**src/rtl/sync_ram_pkg.sv**
```systemverilog
// Shared types and byte-lane helpers for sync_ram_2r1w and its read ports.
package sync_ram_pkg;

  localparam int BYTE_W = 8;

  typedef enum logic {
    ST_CLEAR = 1'b0,
    ST_IDLE  = 1'b1
  } state_t;

  function automatic logic [BYTE_W-1:0] merge_byte(
    input logic [BYTE_W-1:0] old_b,
    input logic [BYTE_W-1:0] new_b,
    input logic              be
  );
    return be ? new_b : old_b;
  endfunction

  // Even parity: the stored bit makes the lane plus parity have an even popcount.
  function automatic logic lane_par(input logic [BYTE_W-1:0] b);
    return ^b;
  endfunction

endpackage

```
**src/rtl/sync_ram_rd_port.sv**
```systemverilog
// Registered read port: write-first bypass, byte merge, data/valid registers.
// Parity check output is present only when SYNC_RAM_PARITY_EN is defined.
module sync_ram_rd_port
  import sync_ram_pkg::*;
#(
  parameter  int DATA_W = 16,
  parameter  int ADDR_W = 4,
  localparam int BE_W   = DATA_W / 8
) (
  input  logic              clk,
  input  logic              rst_n,
  input  logic              rd_en,
  input  logic [ADDR_W-1:0] rd_addr,
  input  logic [DATA_W-1:0] rd_word,
  input  logic              wr_en,
  input  logic [ADDR_W-1:0] wr_addr,
  input  logic [BE_W-1:0]   wr_be,
  input  logic [DATA_W-1:0] wr_data,
`ifdef SYNC_RAM_PARITY_EN
  input  logic [BE_W-1:0]   rd_par,
  input  logic [BE_W-1:0]   wr_par,
  output logic              par_err,
`endif
  output logic [DATA_W-1:0] rd_data,
  output logic              rd_valid
);

  logic              hit;
  logic [DATA_W-1:0] merged;

  assign hit = wr_en && (wr_addr == rd_addr);

  for (genvar i = 0; i < BE_W; i++) begin : g_lane
    assign merged[BYTE_W*i +: BYTE_W] =
      merge_byte(rd_word[BYTE_W*i +: BYTE_W], wr_data[BYTE_W*i +: BYTE_W], hit & wr_be[i]);
  end

`ifdef SYNC_RAM_PARITY_EN
  logic [BE_W-1:0] merged_par, chk;
  for (genvar i = 0; i < BE_W; i++) begin : g_par
    assign merged_par[i] = (hit & wr_be[i]) ? wr_par[i] : rd_par[i];
    assign chk[i]        = lane_par(merged[BYTE_W*i +: BYTE_W]) ^ merged_par[i];
  end
`endif

  always_ff @(posedge clk or negedge rst_n) begin
    if (!rst_n) begin
      rd_data  <= '0;
      rd_valid <= 1'b0;
`ifdef SYNC_RAM_PARITY_EN
      par_err  <= 1'b0;
`endif
    end else begin
      rd_valid <= rd_en;
      if (rd_en) begin
        rd_data <= merged;
`ifdef SYNC_RAM_PARITY_EN
        par_err <= |chk;
`endif
      end
    end
  end

endmodule

```
**src/rtl/sync_ram_2r1w.sv**
```systemverilog
// 1W/2R synchronous RAM with byte enables, write-first bypass and a clear engine.
// Optional per-lane even parity and error injection under SYNC_RAM_PARITY_EN.
module sync_ram_2r1w
  import sync_ram_pkg::*;
#(
  parameter  int DATA_W = 16,
  parameter  int ADDR_W = 4,
  localparam int BE_W   = DATA_W / 8
) (
  input  logic              clk,
  input  logic              rst_n,
  input  logic              clr_req,
  output logic              busy,
  input  logic              wr_en,
  input  logic [BE_W-1:0]   wr_be,
  input  logic [ADDR_W-1:0] wr_addr,
  input  logic [DATA_W-1:0] wr_data,
  input  logic              rd_en_a,
  input  logic              rd_en_b,
  input  logic [ADDR_W-1:0] rd_addr_a,
  input  logic [ADDR_W-1:0] rd_addr_b,
  output logic [DATA_W-1:0] rd_data_a,
  output logic [DATA_W-1:0] rd_data_b,
`ifdef SYNC_RAM_PARITY_EN
  input  logic              wr_par_flip,
  output logic              par_err_a,
  output logic              par_err_b,
`endif
  output logic              rd_valid_a,
  output logic              rd_valid_b
);

  localparam int DEPTH  = 1 << ADDR_W;
  localparam int NUM_RD = 2;

  state_t            state, state_nxt;
  logic [ADDR_W-1:0] clr_addr, clr_addr_nxt;

  always_ff @(posedge clk or negedge rst_n) begin
    if (!rst_n) begin
      state    <= ST_CLEAR;
      clr_addr <= '0;
    end else begin
      state    <= state_nxt;
      clr_addr <= clr_addr_nxt;
    end
  end

  // Clear walks 0..DEPTH-1 once and stops; clr_req only counts in IDLE.
  always_comb begin
    state_nxt    = state;
    clr_addr_nxt = clr_addr;
    busy         = 1'b0;
    unique case (state)
      ST_CLEAR: begin
        busy = 1'b1;
        if (clr_addr == {ADDR_W{1'b1}}) state_nxt = ST_IDLE;
        else                            clr_addr_nxt = clr_addr + 1'b1;
      end
      ST_IDLE: begin
        if (clr_req) begin
          state_nxt    = ST_CLEAR;
          clr_addr_nxt = '0;
        end
      end
      default: state_nxt = ST_CLEAR;
    endcase
  end

  logic [DATA_W-1:0] mem [DEPTH];
  logic              wr_act;
  logic [DATA_W-1:0] wr_old, wr_word;

  assign wr_act = wr_en & ~busy;
  assign wr_old = mem[wr_addr];

  for (genvar i = 0; i < BE_W; i++) begin : g_wr_lane
    assign wr_word[BYTE_W*i +: BYTE_W] =
      merge_byte(wr_old[BYTE_W*i +: BYTE_W], wr_data[BYTE_W*i +: BYTE_W], wr_be[i]);
  end

  always_ff @(posedge clk) begin
    if (busy)        mem[clr_addr] <= '0;
    else if (wr_act) mem[wr_addr]  <= wr_word;
  end

`ifdef SYNC_RAM_PARITY_EN
  logic [BE_W-1:0] par_mem [DEPTH];
  logic [BE_W-1:0] wr_par, wr_par_old, wr_par_word;

  assign wr_par_old = par_mem[wr_addr];

  for (genvar i = 0; i < BE_W; i++) begin : g_wr_par
    assign wr_par[i]      = lane_par(wr_data[BYTE_W*i +: BYTE_W]) ^ wr_par_flip;
    assign wr_par_word[i] = wr_be[i] ? wr_par[i] : wr_par_old[i];
  end

  always_ff @(posedge clk) begin
    if (busy)        par_mem[clr_addr] <= '0;
    else if (wr_act) par_mem[wr_addr]  <= wr_par_word;
  end
`endif

  logic [NUM_RD-1:0]             rd_en_v, rd_valid_v;
  logic [NUM_RD-1:0][ADDR_W-1:0] rd_addr_v;
  logic [NUM_RD-1:0][DATA_W-1:0] rd_word_v, rd_data_v;

  assign rd_en_v   = {rd_en_b, rd_en_a} & {NUM_RD{~busy}};
  assign rd_addr_v = {rd_addr_b, rd_addr_a};

`ifdef SYNC_RAM_PARITY_EN
  logic [NUM_RD-1:0][BE_W-1:0] rd_par_v;
  logic [NUM_RD-1:0]           par_err_v;
`endif

  for (genvar p = 0; p < NUM_RD; p++) begin : g_rd
    assign rd_word_v[p] = mem[rd_addr_v[p]];
`ifdef SYNC_RAM_PARITY_EN
    assign rd_par_v[p]  = par_mem[rd_addr_v[p]];
`endif
    sync_ram_rd_port #(
      .DATA_W (DATA_W),
      .ADDR_W (ADDR_W)
    ) u_rd_port (
      .clk      (clk),
      .rst_n    (rst_n),
      .rd_en    (rd_en_v[p]),
      .rd_addr  (rd_addr_v[p]),
      .rd_word  (rd_word_v[p]),
      .wr_en    (wr_act),
      .wr_addr  (wr_addr),
      .wr_be    (wr_be),
      .wr_data  (wr_data),
`ifdef SYNC_RAM_PARITY_EN
      .rd_par   (rd_par_v[p]),
      .wr_par   (wr_par),
      .par_err  (par_err_v[p]),
`endif
      .rd_data  (rd_data_v[p]),
      .rd_valid (rd_valid_v[p])
    );
  end

  assign rd_data_a  = rd_data_v[0];
  assign rd_data_b  = rd_data_v[1];
  assign rd_valid_a = rd_valid_v[0];
  assign rd_valid_b = rd_valid_v[1];
`ifdef SYNC_RAM_PARITY_EN
  assign par_err_a  = par_err_v[0];
  assign par_err_b  = par_err_v[1];
`endif

endmodule
```
**config.mk**
```make
export PLATFORM = sky130hd
export DESIGN_NAME = sync_ram_2r1w
export DESIGN_NICKNAME = d
export VERILOG_FILES = /design/src/rtl/sync_ram_pkg.sv /design/src/rtl/sync_ram_rd_port.sv /design/src/rtl/sync_ram_2r1w.sv
export SDC_FILE = /design/constraint.sdc
export NUM_CORES = 1
export LEC_CHECK = 0
export CAP_MARGIN = 30
export CORE_MARGIN = 5
export CORE_UTILIZATION = 55
export DETAILED_ROUTE_END_ITERATION = 7
export PLACE_DENSITY = 0.77
export SYNTH_ARGS = -nofsm -noshare
export SYNTH_HDL_FRONTEND = slang
export SYNTH_SLANG_ARGS = --single-unit
```
**constraint.sdc**
```tcl
create_clock -name clk -period 2.5 [get_ports clk]
set_input_delay 0.5 -clock clk [delete_from_list [all_inputs] [get_ports clk]]
set_output_delay 0.5 -clock clk [all_outputs]
set_load 0.1 [all_outputs]
```
# Word level (Yosys, flattened, before mapping)
# Memory sizes are Yosys's and may differ from the RTL's. A register that Yosys moved wholly into a read port is not among the register bits.
# Cells that the tools add are included.
[word_totals] regBits=7 ram_bits=256 inputBits=36 out_inout_bits=35 word_cells=35 mem_count=1
[mem_list] name="mem" words=16 word_bits=16 rd=2 rd_ports_with_merged_regs=2 write_ports=1 line="sync_ram_2r1w.sv:70" source="logic [DATA_W-1:0] mem [DEPTH];"
[op_classes] n_addsub=1 eq_ne=5 n_mux=15 n_bitwise=3 n_reduce_logical=6
[ops] cell="2-to-1 mux 16 bit" n=1
[ops] cell="2-to-1 mux 8 bit" n=2
[ops] cell="OR reduction 16 bit" n=1
[ops] cell="2-to-1 mux 4 bit" n=3
[ops] cell="one-hot mux 4 bit (2 select lines)" n=1
[ops] cell="2-to-1 mux 1 bit" n=6
[ops] cell="AND reduction 2 bit" n=3
[ops] cell="adder 4 x 1 -> 4 bit (second input constant)" n=1
[ops] cell="equality test 4 bit (second input constant)" n=1
[ops] cell="!= test 2 bit (second input constant)" n=2
[ops] cell="bitwise AND 2 bit" n=1
[ops] cell="zero test 1 bit" n=2
[ops] cell="2-to-1 mux 2 bit" n=1
[ops] cell="!= test 1 bit (second input constant)" n=2
[ops] cell="one-hot mux 1 bit (2 select lines)" n=1
[ops] cell="bitwise AND 1 bit" n=1
[ops] cell="inverter 1 bit" n=1

# Longest topological paths before layout
[depth] depth_word=7 depth_mapped=9 mapped_depth_nobuf=6

# By module
# A second synthesis with hierarchy kept.
[unflattened] cells_unflattened=858 area_unflattened_um2=14196.1
[by_module_without_submodules] mod="sync_ram_2r1w" instances=1 cells_per_inst=632 area_per_inst_um2=12256.8
[by_module_without_submodules] mod="sync_ram_rd_port" instances=2 cells_per_inst=113 area_per_inst_um2=969.7

# Worst setup path after synthesis
# No wires, ideal clock.
[synth_timing] path_type="input to register" start="input port wr_be[1]" end="memory mem[10][10], enable pin" setup_ps=370 t_arrival_ps=2088 path_slack_ps=42 path_stages=6 path_buffers=2 cell_sequence="o211a_1 > buf_2 > clkbuf_1 > a31oi_1 > or2_2 > nor2_1"
[synth_via] elab_chain_len=4
[synth_rtl] item="start: declaration" line="sync_ram_2r1w.sv:15" source="input logic [BE_W-1:0] wr_be,"
[synth_rtl] item="!= test 1 bit (no source line) (*)"
[synth_rtl] item="AND reduction 2 bit (no source line) (*)"
[synth_rtl] item="OR reduction 16 bit (no source line)"
[synth_rtl] item="2-to-1 mux 4 bit (no source line) or 2-to-1 mux 2 bit (tied branches)"
[synth_rtl] item="end: declaration" line="sync_ram_2r1w.sv:70"
# Every way passes the cells marked *; elsewhere a longest branch is shown, timed or not.

# Worst setup path in the final report
[layout_timing] start="input port wr_be[1]" end="memory mem[4][11], enable pin"
# Same word-level chain as after synthesis.

==> flow_metrics.tcl <==
set metrics [dict create \
    diodes 0 \
    dpl.cell_count 1196 \
    crit_fanout 8 \
    layout-area-overhead-vs-synth_pct 19.18 \
    syn-num-nets 773 \
    regToRegSetupSlack_ps 190 \
    synth_most_common_cell "edfxtp_1" \
    avgViaCountPerCell 6.641 \
    critPathSlowestCell "o211ai_1" \
    worstMarginPinSlew_ps 857.7 \
    clk_latency_ps 550 \
    maxClockFrequency_mhz 431.3 \
    synth_compound_area_frac 0.04148 \
    synth_area_leaders "edfxtp_1, mux4_2, dfrtp_1, mux4_1, a221o_1" \
    grt_pass1_wl_um 53510 \
    end_kind "register" \
    clk_pin_slew_ps 60 \
    nets 935 \
    ys.flop_type "edfxtp_1" \
    hold_violations 0 \
    cts_made_buffers 30 \
    crit_chain "clkdlybuf4s50_1, buf_4, o211ai_1, and3_1, a31oi_1, or2_2, nor2_1, buf_4" \
    drtIter0Drc 881 \
    skew_ps 17.22 \
    startpoint_type "input pin" \
    dp_hpwl_um 25020 \
    peakVddDrop_v 0.0009352 \
    crit_type "in2reg" \
    ys_top_cells_by_count "edfxtp_1, mux4_2, dfrtp_1" \
    drv_cap 0 \
    cts_buffer_depth 3 \
    track_usage 0.2473 \
    drv_slew 0 \
    post-route-drc-count 0 \
    synth_top_area_cell "edfxtp_1" \
    ys_seq_area_frac 0.6150 \
    met3_usage 0.05830 \
    synth_fa_ha_area_frac 0.0008882 \
    relSlewSlack 0.4282 \
    busiest_layer "met2" \
    cp-startpoint "wr_be[1]" \
    start_util 0.5594 \
    muxShareOfSynthArea 0.2636 \
    rows 58 \
    met1_usage 0.3777 \
    crit_path_max_incr_delay_ps 440 \
    h-tree-depth 1 \
    use_met2 0.3796 \
    die_w_um 170.0 \
    synth_seq_cells 295 \
    dieArea_um2 28910 \
    finalInstanceArea_um2 16790 \
    power_density_nw_per_um2 1061 \
    cp_num_cells 8 \
    die_h_um 170.0 \
    post-route-period-util 0.9275 \
    post_dp_cell_area_um2 15750 \
    post_cts_buffers 0 \
    synth.cell_area_um2 14090 \
    syn_inst 736 \
    synthDistinctLibCells 53 \
    critPathMostFrequentCell "buf_4" \
    pin_count 71 \
    rsz0062_at_grt "no" \
    worst-path-buf-inv 3 \
    core_um2 25180 \
    grt_overflow 0 \
    antenna_found_initial 0 \
    port_buffers 70 \
    synth-xor-area-share 0.004974 \
    yosys_warnings 0 \
    cts_tree "yes" \
    status "completed" \
    critPathTopFamily "buffers and inverters" \
    leakagePower_uw 0.006122 \
    ctsRootBufferMaster "clkbuf_16" \
    grt_start_max_net_pins 52 \
    final_cells 1252 \
    drive_gt1_frac 0.3850 \
    async_reset_ff_frac 0.1322 \
    avgSynthCellArea_um2 19.14 \
    power.total_uw 17820 \
    worstRegToRegCells 7 \
    synthSimpleGateAreaFrac 0.04263 \
    arrival_ps 2570 \
    via_count 8314 \
    synth_edf_count 256 \
    grt_pass1_vias 8612 \
    gp_congestion 0.8760 \
    num-fill-cells 1580 \
    firstDrtPassIters 5 \
    cp.required_ps 2750 \
    setup_violations 0 \
    hold_class "in2async" \
    routed_wl_um 35130 \
    reg2reg_from "clr_addr[3]" \
    cts_num_sinks 295 \
    synth_top_area_frac 0.5457 \
    synth_top_family_by_area "multiplexers" \
    multi_input_area_um2 4981 \
    wl_per_cell_um 28.06 \
    regArea_um2 8663 \
    ant_nets 0 \
    fin_crit_ps 2319 \
]
[power by group]
group,switching [uW],total (uW),internal [uW]
combinational,4000,6140,2150
sequential,518,7120,6610
clock,1790,4550,2760
total,6310,17800,11500
[metrics by stage]
step	hold WS [ps]	setup TNS [ps]	util	setup slack, ps
floorplan	204.4	0	-	41.79
global placement	475.9	-48460	0.6255	-322.0
detailed placement	481.1	-57140	0.6255	-357.3
CTS	66.74	0	0.6667	202.3
global route	134.6	0	0.6667	32.24
finish	66.78	0	0.6667	181.2
[layout make-up]
class / instances / share of cell area
clock inverters: 7 / 0.003652
well taps: 330 / 0.02459
inverters: 36 / 0.008049
clock buffers: 49 / 0.05813
flip-flops and latches: 295 / 0.5160
multi-input cells: 358 / 0.2967
repair buffers: 177 / 0.09286
[layer usage]
metal  wire (um)  vias up
li1            -     3440
met1       14100     4304
met2       16350      528
met3        4198       42
met4         485        0
met5           0        -
[cells by family after synthesis]
| family | count (synthesis) |
|---|---|
| flops | 295 |
| mux | 164 |
| buf+inv | 83 |
| compound gates | 70 |
| xor+xnor | 8 |
| fa+ha+maj | 1 |
| simple gates | 115 |
[layout by cell type, fill, tap and decap left out, types with 18 or more instances in the layout]
cell,Yosys,routed
nor2_1,35,35
edfxtp_1,256,256
buf_4,5,131
clkdlybuf4s50_1,0,30
dfrtp_1,39,39
clkbuf_16,0,33
mux4_2,141,141
nand2_1,28,28
mux4_1,18,18
inv_1,36,36
[worst paths after layout]
check	to
setup / recovery	mem[4][11]
hold / removal	clr_addr[0]
setup reg to reg	g_rd[1].u_rd_port.rd_data[10]
hold reg to reg	g_rd[0].u_rd_port.rd_data[3]
max in group asynchronous	g_rd[1].u_rd_port.rd_data[11]
min in group clk	g_rd[0].u_rd_port.rd_data[3]
[sequential cells by signal (all words and copies together), names as in the netlist]
register / flops
mem: 256
g_rd.u_rd_port.rd_data: 32
clr_addr: 4
g_rd.u_rd_port.rd_valid: 2
state: 1
[worst reg2reg max path, cell delays in order (launching register included)]
cell and delay (ps):
dfrtp_1 500, inv_1 180, a221oi_1 350, a31oi_2 170
o41ai_2 340, buf_4 200, and2b_1 190, a221o_1 270
[timing repair]
| action | 4_1_cts | 5_1_grt |
|---|---|---|
| setup endpoints to repair | 0 | 2 |
| hold buffers | 0 | 0 |
| gates resized for setup | 0 | 1 |
No activity file was read; power rests on OpenSTA's default activity.
